File: config.mk
export PLATFORM = sky130hd
export DESIGN_NAME = regfile_dump_tx
export DESIGN_NICKNAME = d
export VERILOG_FILES = /design/src/rtl/cpu_dbg_pkg.sv /design/src/rtl/dump_snapshot_buf.sv /design/src/rtl/regfile_dump_tx.sv
export SDC_FILE = /design/constraint.sdc
export NUM_CORES = 2
export LEC_CHECK = 0
export ABC_AREA = 1
export BUFFER_PORTS_ARGS = -buffer_cell sky130_fd_sc_hd__buf_2
export CORE_AREA = 2 2 423 425
export DETAILED_ROUTE_END_ITERATION = 12
export DIE_AREA = 0 0 425 427
export SYNTH_ARGS = -nofsm -noshare
export SYNTH_HDL_FRONTEND = slang
export SYNTH_HIERARCHICAL = 1
export SYNTH_SLANG_ARGS = --single-unit
File: constraint.sdc
create_clock -name clk -period 33.7 [get_ports clk]
set_input_delay 6.74 -clock clk [delete_from_list [all_inputs] [get_ports clk]]
set_output_delay 6.74 -clock clk [all_outputs]
set_load 0.05 [all_outputs]
File: src/rtl/cpu_dbg_pkg.sv
// Shared types and constants for the CPU debug register-dump path.
// Latency: n/a (package only).
// Backpressure: n/a (package only).
//
// Contents: dump FSM state enum, register count/width constants, default
// end-of-test sentinel and timeout, and the regs_flat slicing helper
// (reg i lives at bits [32*i+31 : 32*i]).
package cpu_dbg_pkg;

  localparam int NUM_REGS = 32;
  localparam int IDX_W    = 5;
  localparam int WORD_W   = 32;
  localparam int FLAT_W   = NUM_REGS * WORD_W;
  localparam int CNT_W    = 16;

  localparam int          DEF_SENTINEL_REG   = 11;
  localparam logic [31:0] DEF_SENTINEL_VAL   = 32'h0000c0de;
  localparam int          DEF_TIMEOUT_CYCLES = 50;

  typedef logic [WORD_W-1:0] word_t;
  typedef logic [IDX_W-1:0]  idx_t;
  typedef logic [FLAT_W-1:0] flat_t;
  typedef logic [CNT_W-1:0]  cnt_t;

  typedef enum logic [1:0] {
    ST_IDLE = 2'd0,
    ST_WAIT = 2'd1,
    ST_SEND = 2'd2,
    ST_DONE = 2'd3
  } dump_state_e;

  // Extract register word `idx` from the flattened register-file tap.
  function automatic word_t reg_word(input flat_t flat, input int idx);
    return flat[idx*WORD_W +: WORD_W];
  endfunction

endpackage

File: src/rtl/dump_snapshot_buf.sv
// Snapshot buffer: 32x32 register array loaded in parallel from regs_flat.
// Latency: load takes effect at the edge it is sampled; read port is combinational.
// Backpressure: none; contents only change on load or reset.
//
// Ports:
//   clk, reset    - clock and synchronous active-low reset
//   load          - capture every register word from regs_flat this edge
//   regs_flat     - flattened register-file tap (32 words)
//   rd_idx        - read index
//   rd_data       - snapshot word at rd_idx
module dump_snapshot_buf
  import cpu_dbg_pkg::*;
(
  input  logic              clk,
  input  logic              reset,
  input  logic              load,
  input  logic [FLAT_W-1:0] regs_flat,
  input  logic [IDX_W-1:0]  rd_idx,
  output logic [WORD_W-1:0] rd_data
);

  word_t mem_q [NUM_REGS];
  word_t mem_d [NUM_REGS];

  // x0 is hardwired zero in the core, so the tap value for it is never trusted.
  always_comb begin
    for (int i = 0; i < NUM_REGS; i++) begin
      mem_d[i] = mem_q[i];
      if (load) begin
        mem_d[i] = (i == 0) ? '0 : reg_word(regs_flat, i);
      end
    end
  end

  always_ff @(posedge clk) begin
    if (!reset) begin
      for (int i = 0; i < NUM_REGS; i++) begin
        mem_q[i] <= '0;
      end
    end else begin
      for (int i = 0; i < NUM_REGS; i++) begin
        mem_q[i] <= mem_d[i];
      end
    end
  end

  assign rd_data = mem_q[rd_idx];

endmodule

File: src/rtl/regfile_dump_tx.sv
// Register-file dump transmitter: waits for end-of-test sentinel or timeout, snapshots x0..x31, streams them.
// Latency: capture at the matching edge, first word valid right after it; one word per handshake.
// Backpressure: valid/ready; word held stable while tx_valid && !tx_ready, stalls of any length allowed.
//
// Ports:
//   clk, reset   - clock and synchronous active-low reset
//   start        - one-cycle arm pulse, accepted only in IDLE or DONE
//   regs_flat    - register-file tap, reg i at bits [32*i+31 : 32*i]
//   tx_ready     - consumer ready
//   tx_valid     - snapshot word available
//   tx_data      - snapshot word
//   tx_index     - register index of tx_data
//   tx_last      - marks index 31 while tx_valid
//   busy         - waiting for capture or sending
//   done         - whole snapshot sent; held until the next accepted start
//   timed_out    - capture was forced by the cycle timeout
module regfile_dump_tx
  import cpu_dbg_pkg::*;
#(
  parameter int          SENTINEL_REG   = DEF_SENTINEL_REG,
  parameter logic [31:0] SENTINEL_VAL   = DEF_SENTINEL_VAL,
  parameter int          TIMEOUT_CYCLES = DEF_TIMEOUT_CYCLES
) (
  input  logic              clk,
  input  logic              reset,
  input  logic              start,
  input  logic [FLAT_W-1:0] regs_flat,
  input  logic              tx_ready,
  output logic              tx_valid,
  output logic [WORD_W-1:0] tx_data,
  output logic [IDX_W-1:0]  tx_index,
  output logic              tx_last,
  output logic              busy,
  output logic              done,
  output logic              timed_out
);

  localparam cnt_t TIMEOUT_LIM = cnt_t'(TIMEOUT_CYCLES);
  localparam idx_t LAST_IDX    = idx_t'(NUM_REGS - 1);

  dump_state_e state_q, state_d;
  idx_t        idx_q, idx_d;
  cnt_t        cnt_q, cnt_d;
  logic        timed_out_q, timed_out_d;

  logic  snap_load;
  logic  sentinel_hit;
  cnt_t  cnt_inc;
  word_t rd_data;

  dump_snapshot_buf u_snap (
    .clk       (clk),
    .reset     (reset),
    .load      (snap_load),
    .regs_flat (regs_flat),
    .rd_idx    (idx_q),
    .rd_data   (rd_data)
  );

  always_ff @(posedge clk) begin
    if (!reset) begin
      state_q     <= ST_IDLE;
      idx_q       <= '0;
      cnt_q       <= '0;
      timed_out_q <= 1'b0;
    end else begin
      state_q     <= state_d;
      idx_q       <= idx_d;
      cnt_q       <= cnt_d;
      timed_out_q <= timed_out_d;
    end
  end

  always_comb begin
    state_d      = state_q;
    idx_d        = idx_q;
    cnt_d        = cnt_q;
    timed_out_d  = timed_out_q;
    snap_load    = 1'b0;
    sentinel_hit = (reg_word(regs_flat, SENTINEL_REG) == SENTINEL_VAL);
    cnt_inc      = cnt_q + 1'b1;

    unique case (state_q)
      ST_IDLE, ST_DONE: begin
        if (start) begin
          state_d     = ST_WAIT;
          idx_d       = '0;
          cnt_d       = '0;
          timed_out_d = 1'b0;
        end
      end

      ST_WAIT: begin
        // Sentinel is tested before the timeout, so a hit on the same edge
        // that would also expire the counter reports a clean capture.
        if (sentinel_hit) begin
          snap_load   = 1'b1;
          state_d     = ST_SEND;
          idx_d       = '0;
          timed_out_d = 1'b0;
        end else begin
          cnt_d = cnt_inc;
          if (cnt_inc >= TIMEOUT_LIM) begin
            snap_load   = 1'b1;
            state_d     = ST_SEND;
            idx_d       = '0;
            timed_out_d = 1'b1;
          end
        end
      end

      ST_SEND: begin
        if (tx_ready) begin
          idx_d = idx_q + 1'b1;
          if (idx_q == LAST_IDX) begin
            state_d = ST_DONE;
          end
        end
      end

      default: begin
        state_d = ST_IDLE;
      end
    endcase
  end

  // All outputs decode directly from flops, so they only move at clock edges
  // and stay stable through a stall.
  assign tx_valid  = (state_q == ST_SEND);
  assign tx_data   = tx_valid ? rd_data : '0;
  assign tx_index  = idx_q;
  assign tx_last   = tx_valid && (idx_q == LAST_IDX);
  assign busy      = (state_q == ST_WAIT) || (state_q == ST_SEND);
  assign done      = (state_q == ST_DONE);
  assign timed_out = timed_out_q;

endmodule

==> results.md <==
- Die Y: 427 um
- Final worst path period need: 12.82 ns
- Dpl hpwl: 141 mm
- Adder-cell share of the synthesized area: 0.00195
- Initial drt markers: 4664
- DIE WIDTH: 425 um
- Core Area: 177000 um^2
- CP top delay family: buffers and inverters
- Largest net degree at the start of global routing: 193
- Post-route ant nets: 0
- Reg2reg end: u_snap/mem_q[24][5]
- DR DRC count: 0
- Root buf cell: clkbuf_16
- P_leak: 0.0321 uW
- Per-cell routed wire length: 20.6 um
- Final setup violating endpoints: 0
- Netlist cell types: 34
- Inst Count DP: 9271
- Area Overhead vs Synth: 20.8%
- Gpl congestion: 0.914
- Longest Clk Path Bufs: 3
- Crit Path Max Fanout: 169
- Clock Latency Late Sink: 0.76 ns
- Syn nets: 7187
- Data arrival time of the critical path: 13.17 ns
- Complex-gate fraction of the synthesized area: 0.0166
- CP Capture Type: flop
- Cells taking the most area after synthesis: edfxtp_1 (58%), inv_1 (13%), nand2_1 (11%)
- CTS tree: built
- Reg2reg setup slack: 26.86 ns
- Hold Crit Depth: 2
- WL final: 196 mm
- Share of layout cells above drive strength 1: 0.182
- Worst-path clk slew: 0.06 ns
- Vias: 42381
- Warnings, synthesis: 6
- Fin cells: 9500
- Clk_skew: 0.0444 ns
- Post-CTS Setup Inserts: 0
- Grt total ovfl: 0
- DRT Pass-1 Iters: 8
- Initial antenna violation count: 44
- Setup TNS: 0 ns
- Worst path max stage delay: 0.89 ns
- Area of the multi-input gates: 13100 um^2
- H-tree depth: 3
- Synthesized cell area: 51300 um^2
- Most common cell in the netlist: inv_1
- Area leader, netlist: edfxtp_1
- # resized after CTS: 0
- Slew headroom: 0.160
- Hold Crit Class: flop to flop
- Endpoints failing hold: 0
- Crit path cell chain: buf_2 -> nor2_1 -> nand2_1 -> nor2_1 -> nand2_1 -> nor2_1 -> nor2_1 -> nand3_1 -> nor2_2 -> nand2_1 -> nand2_1 -> inv_1 -> inv_1 -> nand2_4 -> buf_4 -> buf_4 -> buf_12 -> buf_4 -> buf_4
- Fin. max-slew vios: 0
- Post-synthesis simple-gate area fraction: 0.235
- Initial core utilization: 0.290
- Crit Path Class: primary input to flop
- Nets: 8066
- Max-cap violations: 0
- Buffers plus inverters on the worst setup path: 8
- Asr flop ratio synth: 0
- Fmax: 78.0 MHz
- Clock sinks: 1016
- RR Startpoint: cnt_q[0]
- First-pass GRT wire length: 271 mm
- Tot GR Track Use: 0.207
- XOR/XNOR Fraction of Synth Area: 0.00119
- PortBufs: 1037
- Area share of the largest cell type after synthesis: 0.580
- Slowest CP cell: buf_4
- Main combinational cell family by area after synthesis: simple AND/OR/NAND/NOR gates
- Post-Synthesis Cells: 6151
- Slew @ Worst Pin: 1.26 ns
- Boundary pin count: 1070
- Number of synthesized flops with an enable pin: 992
- Mux share of post-synthesis cell area: 0
- DIE AREA: 181000 um^2
- Sequential cell area fraction in the yosys report: 0.590
- Vias in the first global route: 40277
- Hold Startpoint: cnt_q[15]
- Vias/cell: 4.46
- Inserted Clock Buffers: 112
- Worst Reg-to-Reg Cells: 18
- Status: complete, no violations
- Setup repair after global routing missed its margin: no
- Syn_area_per_cell: 8.34 um^2
- Synthesis-stage register bit count: 1016
- Maximum vdd drop: 0.0470 mV
- Primary FF master, synth: edfxtp_1
- Hold Crit Endpoint: cnt_q[15]
- FILL cells: 18597
- Critical path required time: 34.06 ns
- Period Utilization, post-route: 0.380
- Post-CTS Hold Buffers: 0
- Commonest cells in the netlist: inv_1 (1724), nand2_1 (1477), edfxtp_1 (992), nand3_1 (788), nor2_1 (588)
- Critical Path Source Type: primary input
- Power Density: 71.6 nW/um^2
- FF/Latch Area: 30300 um^2
- # rows: 155
[metrics by stage]
stage | power (uW) | worst slack (ns) | hold WS [ns] | cell area (um^2) | utilization
6_report | 4440 | 20.88 | 0.488 | 62000 | 0.350
5_1_grt | 4680 | 20.45 | 0.519 | 62000 | 0.350
4_1_cts | 4480 | 20.87 | 0.490 | 61900 | 0.349
3_5_place_dp | 3300 | 20.07 | 0.475 | 58500 | 0.330
3_3_place_gp | 3280 | 20.15 | 0.464 | 58500 | 0.330
2_1_floorplan | 3180 | 3.56 | 0.450 | 51300 | -
[power breakdown]
part / switching (uW) / internal, uW
Sequential: 112 / 1860
Combinational: 958 / 334
Clock: 523 / 648
Total: 1590 / 2840
[state kept, by name, indices dropped and copies added (netlist names)]
name / count
tx_index: 5
cnt_q: 16
timed_out: 1
u_snap/mem_q: 992
state_q: 2
[kinds of logic (layout without fill, tap and decap cells)]
kind of cell,after synthesis,count (layout)
other,0,32
adders and majority gates,8,8
AOI/OAI and AO/OA,162,162
and+or+nand+nor,2910,2910
DFF,1016,1016
xor gates and xnor gates,7,7
buffers and inverters,2048,3010
[worst min-delay path, cell delays in order (launching register included)]
cell and delay, ns:
dfxtp_1 0.31, inv_1 0.07, a211oi_1 0.06
[area by class of cell]
cell class,instances,share of cell area
multi-input cells,3087,0.212
inverters,1732,0.105
flip-flops and latches,1016,0.489
clock buffers,136,0.0467
diodes,32,0.00129
well taps,2355,0.0475
clock inverters,61,0.00836
repair buffers,1081,0.0906
[layout by cell type, fill, tap and decap left out, types with 34 or more instances in the layout]
cell / count
buf_4: 37
inv_1: 1723
edfxtp_1: 992
or2_2: 34
clkbuf_16: 112
a21oi_1: 145
buf_2: 1036
nand3_1: 788
nand2_1: 1475
nor2_1: 587
[routing by layer]
layer	vias to the layer above	track usage	routed length [um]
li1	20320	-	-
met1	19862	0.262	77900
met2	1836	0.333	92300
met3	351	0.0380	15000
met4	12	0.113	10300
met5	-	0	76
[how the worst max path moves through the flow]
stage	slack (ns)	depth (start not counted)	startpoint	end
3_5_place_dp	20.07	19	regs_flat[379]	u_snap/mem_q[18][8]
5_1_grt	20.45	19	regs_flat[377]	u_snap/mem_q[24][5]
6_report	20.88	19	regs_flat[379]	u_snap/mem_q[24][5]
4_1_cts	20.87	19	regs_flat[379]	u_snap/mem_q[24][5]
2_1_floorplan	3.56	14	regs_flat[359]	u_snap/mem_q[10][0]
3_3_place_gp	20.15	19	regs_flat[380]	u_snap/mem_q[18][8]
No activity file was read; power rests on OpenSTA's default activity.
